File: src/rtl/rggen_register_access_controller.sv
// Host command stage ahead of the register address decoders: accepts one command,
// strobes the decoders for one cycle, and returns a registered response.
module rggen_register_access_controller #(
    parameter int ADDRESS_WIDTH   = 16,
    parameter int DATA_WIDTH      = 32,
    parameter int TOTAL_REGISTERS = 4
) (
    input  logic                                  clk,
    input  logic                                  rst,
    input  logic                                  i_command_valid,
    output logic                                  o_command_ready,
    input  logic                                  i_command_write,
    input  logic [ADDRESS_WIDTH-1:0]              i_command_address,
    input  logic [DATA_WIDTH-1:0]                 i_command_write_data,
    input  logic [DATA_WIDTH/8-1:0]               i_command_strobe,
    output logic                                  o_response_valid,
    input  logic                                  i_response_ready,
    output logic                                  o_response_error,
    output logic [DATA_WIDTH-1:0]                 o_response_read_data,
    output logic                                  o_read,
    output logic                                  o_write,
    output logic [ADDRESS_WIDTH-1:0]              o_address,
    output logic [DATA_WIDTH-1:0]                 o_write_data,
    output logic [DATA_WIDTH/8-1:0]               o_write_strobe,
    input  logic [TOTAL_REGISTERS-1:0]            i_select,
    input  logic [TOTAL_REGISTERS*DATA_WIDTH-1:0] i_read_data
);
    localparam int BYTE_LSB = (DATA_WIDTH > 8) ? $clog2(DATA_WIDTH / 8) : 0;
    localparam logic [ADDRESS_WIDTH-1:0] ALIGN_MASK = {ADDRESS_WIDTH{1'b1}} << BYTE_LSB;

    typedef enum logic [1:0] {
        IDLE     = 2'd0,
        ACCESS   = 2'd1,
        RESPONSE = 2'd2
    } state_e;

    state_e                     state;
    state_e                     state_next;
    logic                       accept;
    logic                       write_flag;
    logic [ADDRESS_WIDTH-1:0]   address;
    logic [DATA_WIDTH-1:0]      write_data;
    logic [DATA_WIDTH/8-1:0]    write_strobe;
    logic                       resp_error;
    logic [DATA_WIDTH-1:0]      resp_data;
    logic [DATA_WIDTH-1:0]      merged_data;

    // Overlapping selects simply OR together; the decoder map owns uniqueness.
    always_comb begin
        merged_data = '0;
        for (int k = 0; k < TOTAL_REGISTERS; k++) begin
            if (i_select[k]) begin
                merged_data = merged_data | i_read_data[k*DATA_WIDTH +: DATA_WIDTH];
            end
        end
    end

    always_comb begin
        state_next      = state;
        o_command_ready = 1'b0;
        o_read          = 1'b0;
        o_write         = 1'b0;
        case (state)
            IDLE: begin
                // Held low while reset is asserted so every output reads 0 during reset.
                o_command_ready = !rst;
                if (i_command_valid) begin
                    state_next = ACCESS;
                end
            end
            ACCESS: begin
                o_read     = !write_flag;
                o_write    = write_flag;
                state_next = RESPONSE;
            end
            RESPONSE: begin
                if (i_response_ready) begin
                    state_next = IDLE;
                end
            end
            default: state_next = IDLE;
        endcase
    end

    assign accept = (state == IDLE) && i_command_valid;

    always_ff @(posedge clk) begin
        if (rst) begin
            state        <= IDLE;
            write_flag   <= 1'b0;
            address      <= '0;
            write_data   <= '0;
            write_strobe <= '0;
            resp_error   <= 1'b0;
            resp_data    <= '0;
        end else begin
            state <= state_next;
            if (accept) begin
                write_flag   <= i_command_write;
                address      <= i_command_address & ALIGN_MASK;
                write_data   <= i_command_write_data;
                write_strobe <= i_command_write ? i_command_strobe : '1;
            end
            if (state == ACCESS) begin
                resp_error <= (i_select == '0);
                resp_data  <= write_flag ? '0 : merged_data;
            end
        end
    end

    assign o_response_valid     = (state == RESPONSE);
    assign o_response_error     = (state == RESPONSE) && resp_error;
    assign o_response_read_data = (state == RESPONSE) ? resp_data : '0;
    assign o_address            = address;
    assign o_write_data         = write_data;
    assign o_write_strobe       = write_strobe;
endmodule

File: config.mk
export PLATFORM = sky130hd
export DESIGN_NAME = rggen_register_access_controller
export DESIGN_NICKNAME = d
export VERILOG_FILES = /design/src/rtl/rggen_register_access_controller.sv
export SDC_FILE = /design/constraint.sdc
export NUM_CORES = 1
export LEC_CHECK = 0
export BUFFER_PORTS_ARGS = -buffer_cell sky130_fd_sc_hd__buf_4
export CORE_AREA = 2 2 107 109
export CTS_BUF_LIST = sky130_fd_sc_hd__clkbuf_8
export DETAILED_ROUTE_END_ITERATION = 8
export DIE_AREA = 0 0 109 111
export PLACE_DENSITY_LB_ADDON = 0.2
export SLEW_MARGIN = 15
export SYNTH_ARGS = -nofsm -noshare
export SYNTH_HDL_FRONTEND = slang
export SYNTH_SLANG_ARGS = --single-unit
File: constraint.sdc
create_clock -name clk -period 1.63 [get_ports clk]
set_input_delay 0.2445 -clock clk [delete_from_list [all_inputs] [get_ports clk]]
set_output_delay 0.2445 -clock clk [all_outputs]
set_load 0.01 [all_outputs]
==> qor.yml, run 1 <==
synthesis:
  synth_seq_cells: 86
  yosysUniqueCellTypes: 24
  syn_area_per_cell_um2: 8.75
  syn_inst: 431
  mappedNetlistArea_um2: 3770
  netlist.area_leader.share_pct: 45.7
  synth.area.top_cells: "dfxtp_1, nand2_1, a221oi_1"
  yosys_warnings: 0
  ys_seq_area_share_pct: 45.7
  yosys.area.top_type: "dfxtp_1"
clock_tree:
  hold_buffers: 0
  cts_root_buffer: "clkbuf_8"
  clock_sinks: 86
  cts.reportedPaths.clkPinSlew_ps: 80
  clkLatencyLatePin_ps: 350
  htree_num_levels: 3
  cts_buffers: 9
  tritoncts: "done"
  cts_buffer_depth: 2
cells_and_area:
  final_area_um2: 6300
  final_core_util_pct: 56.9
  flow.area_growth_from_synthesis_pct: 67.1
  final_cell_mix: "buf_4, nand2_1, dfxtp_1, a21oi_1"
  n_fill_cell: 1012
  final_common_cell: "buf_4"
  nets: 874
  drive_gt1_share_pct: 47.7
  layoutNonFillerInstCount: 833
  diodes: 0
critical_path:
  cp_max_fo: 8
  start_kind: "register"
  worstPathRequired_ps: 1390
  critPathMostFrequentCell: "buf_6"
  critical-path-top-delay-family: "buffers and inverters"
  path_depth: 5
  crit_path_start: "state[1]"
  r2r_cells: 5
  critPathBufInv: 3
  crit_type: "reg -> out"
  reg2reg_from: "state[0]"
  regToRegSetupSlack_ps: 120
  cp.arrival_ps: 1380
  endpoint_kind: "primary output"
  path_cells: "nor2b_4, buf_6, buf_16, and2_4, buf_6"
  crit_path_top_delay_cell: "dfxtp_2"
  cpPeakStageDelay_ps: 340
grt:
  grt_util_all_layers_pct: 21.2
  grt_pass1_vias: 4053
  grt_pass1_wl_um: 20100
  grt_max_degree: 52
  antenna_found_initial: 0
  grt_overflow: 0
drt:
  vias: 4123
  route.detailed.wl_per_inst_um: 15.9
  via_per_inst: 4.95
  drc: 0
  drtAntennaViolNets: 0
  drtIter0Drc: 184
  firstDrtPassIters: 5
  wirelength_um: 13200
floorplanning:
  ios: 278
  die_x_um: 109
  core_um2: 11100
  rows: 39
  die_area_um2: 12100
  initial_core_util_pct: 34.0
  die_h_um: 111
timing:
  slew_violations: 0
  post-route-period-util_pct: 99.7
  whs_ps: 120
  fin_skew_ps: 8.05
  hold_viol: 0
  fmax_mhz: 616
  setup-violations-final: 0
  rsz0062_at_grt: "true"
  min_period_ps: 1620
power:
  power_mw: 5.15
  cellPowerDensity_nw_per_um2: 817
  peakVddDrop_mv: 0.490
  leakagePower_nw: 2.90
placed_design:
  numPortBuffers: 273
  dp.final_hpwl_um: 9350
  placed_cells: 810
  gp_congestion: 0.742
  placed_area_um2: 5890
job:
  maxCapViolations: 0
min_path:
  worstHoldPathCells: 2
  min_path_type: "in -> reg"
  hold_path.startpoint: "i_command_valid"
status:
  outcome: "complete, no violations"
==> worst paths after layout <==
path                              end
max          o_response_read_data[21]
min reg2reg              o_address[6]
max reg2reg         o_write_strobe[3]
min                          state[0]
==> flip-flops by register name, indices dropped and copies added, names as in the netlist <==
| register | count |
|---|---|
| resp_data | 32 |
| resp_error | 1 |
| o_address | 14 |
| write_flag | 1 |
| state | 2 |
| o_write_data | 32 |
| o_write_strobe | 4 |
==> Yosys cell counts <==
cell type,instances
nor3_1,5
clkbuf_1,31
nand2b_1,1
nor4_1,1
buf_6,4
nand2_1,94
a22o_1,32
nor3b_2,4
a221oi_1,32
and2_1,34
or3_1,1
nor2b_1,2
mux2i_1,1
a21oi_1,48
nor2_1,7
conb_1,1
nor3b_1,1
buf_2,9
inv_1,1
or3b_1,1
o2bb2ai_1,32
dfxtp_1,86
nand2b_4,1
buf_4,2
==> final cells by class <==
class / instances / area, um^2 / share of cell area (%)
sequential: 86 / 1730 / 27.4
multi-input combinational: 299 / 1890 / 30.0
timing repair buffer: 288 / 2260 / 35.9
clock buffer: 12 / 165 / 2.62
clock inverter: 4 / 76.3 / 1.21
inverter: 1 / 3.75 / 0.0596
tap: 143 / 179 / 2.84
==> stage by stage <==
stage	setup TNS, ps	setup slack (ps)
floorplan	0	211
global placement	0	150
detailed placement	0	164
CTS	-1330	-52.8
global route	-2010	-86.9
finish	0	5.42
==> worst reg2reg max path, cell delays in order, from the launching register on <==
cell     delay (ps)
dfxtp_4         360
buf_4           160
or3b_1          370
buf_4           240
nor3b_1         210
nor3_1           60
==> kinds of logic (layout without fill, tap and decap cells) <==
group | count (synthesis) | count (layout) | synth area share, %
AO/OA/AOI/OAI | 144 | 144 | 28.7
buffers and inverters | 47 | 305 | 5.97
flip-flops | 86 | 86 | 45.7
multiplexers | 1 | 1 | 0.266
other | 1 | 2 | 0.0995
AND/OR/NAND/NOR | 152 | 152 | 19.3
==> what timing repair did <==
item	4_1_cts	5_1_grt
setup buffers	5	2
resized for setup	6	31
setup endpoints to repair	33	47
pin swaps	0	8
cloned	2	0
hold endpoints to repair	0	0
==> routing by layer <==
metal / GRT usage, % / routed length [um]
met1: 23.5 / 5000
met4: 7.61 / 224
met2: 37.1 / 6600
met3: 7.17 / 1400
met5: 0 / 0
==> where the power goes <==
group | switching [mW] | leakage [nW] | internal (mW)
clock network | 0.751 | 0.119 | 0.995
logic | 0.468 | 2.08 | 0.619
registers | 0.0734 | 0.706 | 2.24
(Power assumes the default switching activity.)
==> run 2: changes to the inputs <==
--- a/config.mk
+++ b/config.mk
@@ -6,10 +6,13 @@
 export NUM_CORES = 1
 export LEC_CHECK = 0
 export BUFFER_PORTS_ARGS = -buffer_cell sky130_fd_sc_hd__buf_4
-export CORE_AREA = 2 2 107 109
+export CAP_MARGIN = 20
+export CELL_PAD_IN_SITES_DETAIL_PLACEMENT = 1
+export CELL_PAD_IN_SITES_GLOBAL_PLACEMENT = 1
+export CORE_MARGIN = 2
+export CORE_UTILIZATION = 28
 export CTS_BUF_LIST = sky130_fd_sc_hd__clkbuf_8
 export DETAILED_ROUTE_END_ITERATION = 8
-export DIE_AREA = 0 0 109 111
 export PLACE_DENSITY_LB_ADDON = 0.2
 export SLEW_MARGIN = 15
 export SYNTH_ARGS = -nofsm -noshare
==> run 2 against run 1 <==
  * First-iteration DRC count shrank 36%
  * Total power shrank 5.2%
  * Sequential cell count is the same
  * Die area grew 19%
  * Sequential share of layout area shrank 0.97 points
  * The flow now finishes with violations (negative setup slack)
  * Clock-buffer cell count shrank 2
  * Non-clock buffer count grew 8
  * Final area grew 3.8%
  * Cell count grew 4.9%
  * Worst setup slack lost 140 ps
  * Routed wire length grew 15%
  * Fmax shrank 8.0%
  * Largest cell class unchanged
==> qor.yml, run 2 (synthesized netlist as in run 1, its figures left out) <==
critical_path:
  r2r-end: "resp_data[15]"  # was o_write_strobe[3]
  crit_path_top_delay_cell: "dfxtp_4"  # was dfxtp_2
  cp_max_fo: 5  # was 8
  start_kind: "register"  # unchanged
  path_cells: "buf_6, nor2b_4, buf_6, clkbuf_16, and2_4, buf_6"  # was nor2b_4, buf_6, buf_16, and2_4, buf_6
  reg2reg_from: "state[1]"  # was state[0]
  cpPeakStageDelay_ps: 350  # was 340 ps
  regToRegSetupSlack_ps: 130  # was 120 ps
  worstPathRequired_ps: 1390  # about the same
  cp.arrival_ps: 1520  # was 1380 ps
  crit_type: "reg -> out"  # unchanged
  endpoint_kind: "primary output"  # unchanged
  crit_path_start: "state[0]"  # was state[1]
  critical-path-top-delay-family: "buffers and inverters"  # unchanged
  critPathMostFrequentCell: "buf_6"  # unchanged
  r2r_cells: 5  # unchanged
  critPathBufInv: 4  # was 3
cells_and_area:
  multi_input_area_um2: 1930  # was 1890 um^2
  flow.area_growth_from_synthesis_pct: 73.4  # was 67.1%
  final_core_util_pct: 49.6  # was 56.9%
  nets: 882  # was 874
  final_common_cell: "buf_4"  # unchanged
  regArea_um2: 1730  # about the same
  final_cell_mix: "buf_4, nand2_1, dfxtp_1, a21oi_1, buf_6"  # was buf_4, nand2_1, dfxtp_1, a21oi_1
  drive_gt1_share_pct: 50.9  # was 47.7%
  diodes: 0  # unchanged
  n_fill_cell: 1562  # was 1012
drt:
  wirelength_um: 15300  # was 13200 um
  vias: 4264  # was 4123
  drtAntennaViolNets: 0  # unchanged
  drtIter0Drc: 118  # was 184
  route.detailed.wl_per_inst_um: 17.5  # was 15.9 um
  drc: 0  # unchanged
  via_per_inst: 4.88  # was 4.95
  firstDrtPassIters: 7  # was 5
floorplanning:
  initial_core_util_pct: 28.6  # was 34.0%
  die_h_um: 120  # was 111 um
  ios: 278  # unchanged
  rows: 42  # was 39
  die_x_um: 120  # was 109 um
  core_um2: 13200  # was 11100 um^2
  die_area_um2: 14400  # was 12100 um^2
timing:
  post-route-period-util_pct: 108  # was 99.7%
  rsz0062_at_grt: "true"  # unchanged
  fin_skew_ps: 11.3  # was 8.05 ps
  min_period_ps: 1770  # was 1620 ps
  hold_viol: 0  # unchanged
  whs_ps: 108  # was 120 ps
  layout_setup_ws_ps: -135  # was 5.42 ps
  fmax_mhz: 566  # was 616 MHz
  slew_violations: 0  # unchanged
  setup-violations-final: 33  # was 0
power:
  p_clk_share_pct: 28.8  # was 33.9%
  intPower_mw: 3.50  # was 3.85 mW
  switching_share_pct: 28.2  # was 25.1%
  peakVddDrop_mv: 0.553  # was 0.490 mV
  comb_power_share_pct: 23.8  # was 21.1%
  power.switching_mw: 1.38  # was 1.29 mW
  leakagePower_nw: 2.97  # was 2.90 nW
  cellPowerDensity_nw_per_um2: 746  # was 817 nW/um^2
  power_frac_seq_pct: 47.4  # was 45.0%
grt:
  grt_util_all_layers_pct: 20.1  # was 21.2%
  grt_max_degree: 40  # was 52
  grt_pass1_vias: 4478  # was 4053
  grt_overflow: 0  # unchanged
  grt_pass1_wl_um: 22900  # was 20100 um
  antenna_found_initial: 0  # unchanged
min_path:
  min_to: "state[0]"  # unchanged
  worstHoldPathCells: 2  # unchanged
  min_path_type: "in -> reg"  # unchanged
  hold_path.startpoint: "i_command_valid"  # unchanged
clock_tree:
  cts_root_buffer: "clkbuf_8"  # unchanged
  hold_buffers: 0  # unchanged
  tritoncts: "done"  # unchanged
  clkLatencyLatePin_ps: 360  # was 350 ps
  clock_sinks: 86  # unchanged
  cts_buffers: 9  # unchanged
  htree_num_levels: 3  # unchanged
  cts.reportedPaths.clkPinSlew_ps: 90  # was 80 ps
  cts_buffer_depth: 2  # unchanged
placed_design:
  dp.final_hpwl_um: 10800  # was 9350 um
  gp_congestion: 0.716  # was 0.742
  numPortBuffers: 273  # unchanged
job:
  maxCapViolations: 0  # unchanged
status:
  outcome: "finished, violations left"  # was complete, no violations
  violations: "negative setup slack"
==> run 2: power by group through the flow <==
stage	registers, mW	clock network [mW]	logic, mW
2_1_floorplan	2.39	0	0.428
3_3_place_gp	2.35	0	1.07
3_5_place_dp	2.36	0	1.10
4_1_cts	2.31	1.46	1.16
5_1_grt	2.33	1.55	1.26
6_report	2.31	1.40	1.16
==> run 2: what timing repair did <==
| item | 4_1_cts | 5_1_grt |
|---|---|---|
| pin swaps | 13 | 19 |
| hold endpoints to repair | 0 | 0 |
| setup endpoints to repair | 34 | 56 |
| resized for setup | 43 | 37 |
| buffers inserted | 9 | 0 |
| gates cloned | 1 | 3 |
==> run 2: how the worst max path moves through the flow <==
stage          depth (start not counted)  slack [ps]                        to
2_1_floorplan                          3         210  o_response_read_data[21]
3_3_place_gp                           4         170          o_write_data[12]
3_5_place_dp                           4         130              o_address[9]
4_1_cts                                7        -150  o_response_read_data[16]
5_1_grt                                6        -180   o_response_read_data[8]
6_report                               6        -140   o_response_read_data[8]
==> run 2: through the flow <==
step	total power, mW	instances	instance area (um^2)	TNS [ps]	setup WS, ps
after floorplan	2.82	432	3770	0	211
after global placement	3.42	846	5950	0	172
after detailed placement	3.46	846	5950	0	133
after CTS	4.93	872	6390	-4420	-151
after global routing	5.15	874	6540	-4610	-185
final	4.88	874	6540	-2970	-135
==> run 2: area by class of cell <==
class | count | area share (%)
timing repair buffer | 296 | 37.8
sequential | 86 | 26.4
tap | 176 | 3.37
clock buffer | 10 | 2.10
multi-input combinational | 299 | 29.5
inverter | 1 | 0.0574
clock inverter | 6 | 0.689
==> run 2: routing by layer <==
layer | part of all wire, % | vias to the layer above | track usage (%)
met5 | 0 | - | 0
met4 | 1.3 | 0 | 6.32
met3 | 9.2 | 13 | 6.61
met2 | 52 | 173 | 37.1
met1 | 38 | 2006 | 21.4
li1 | - | 2072 | -
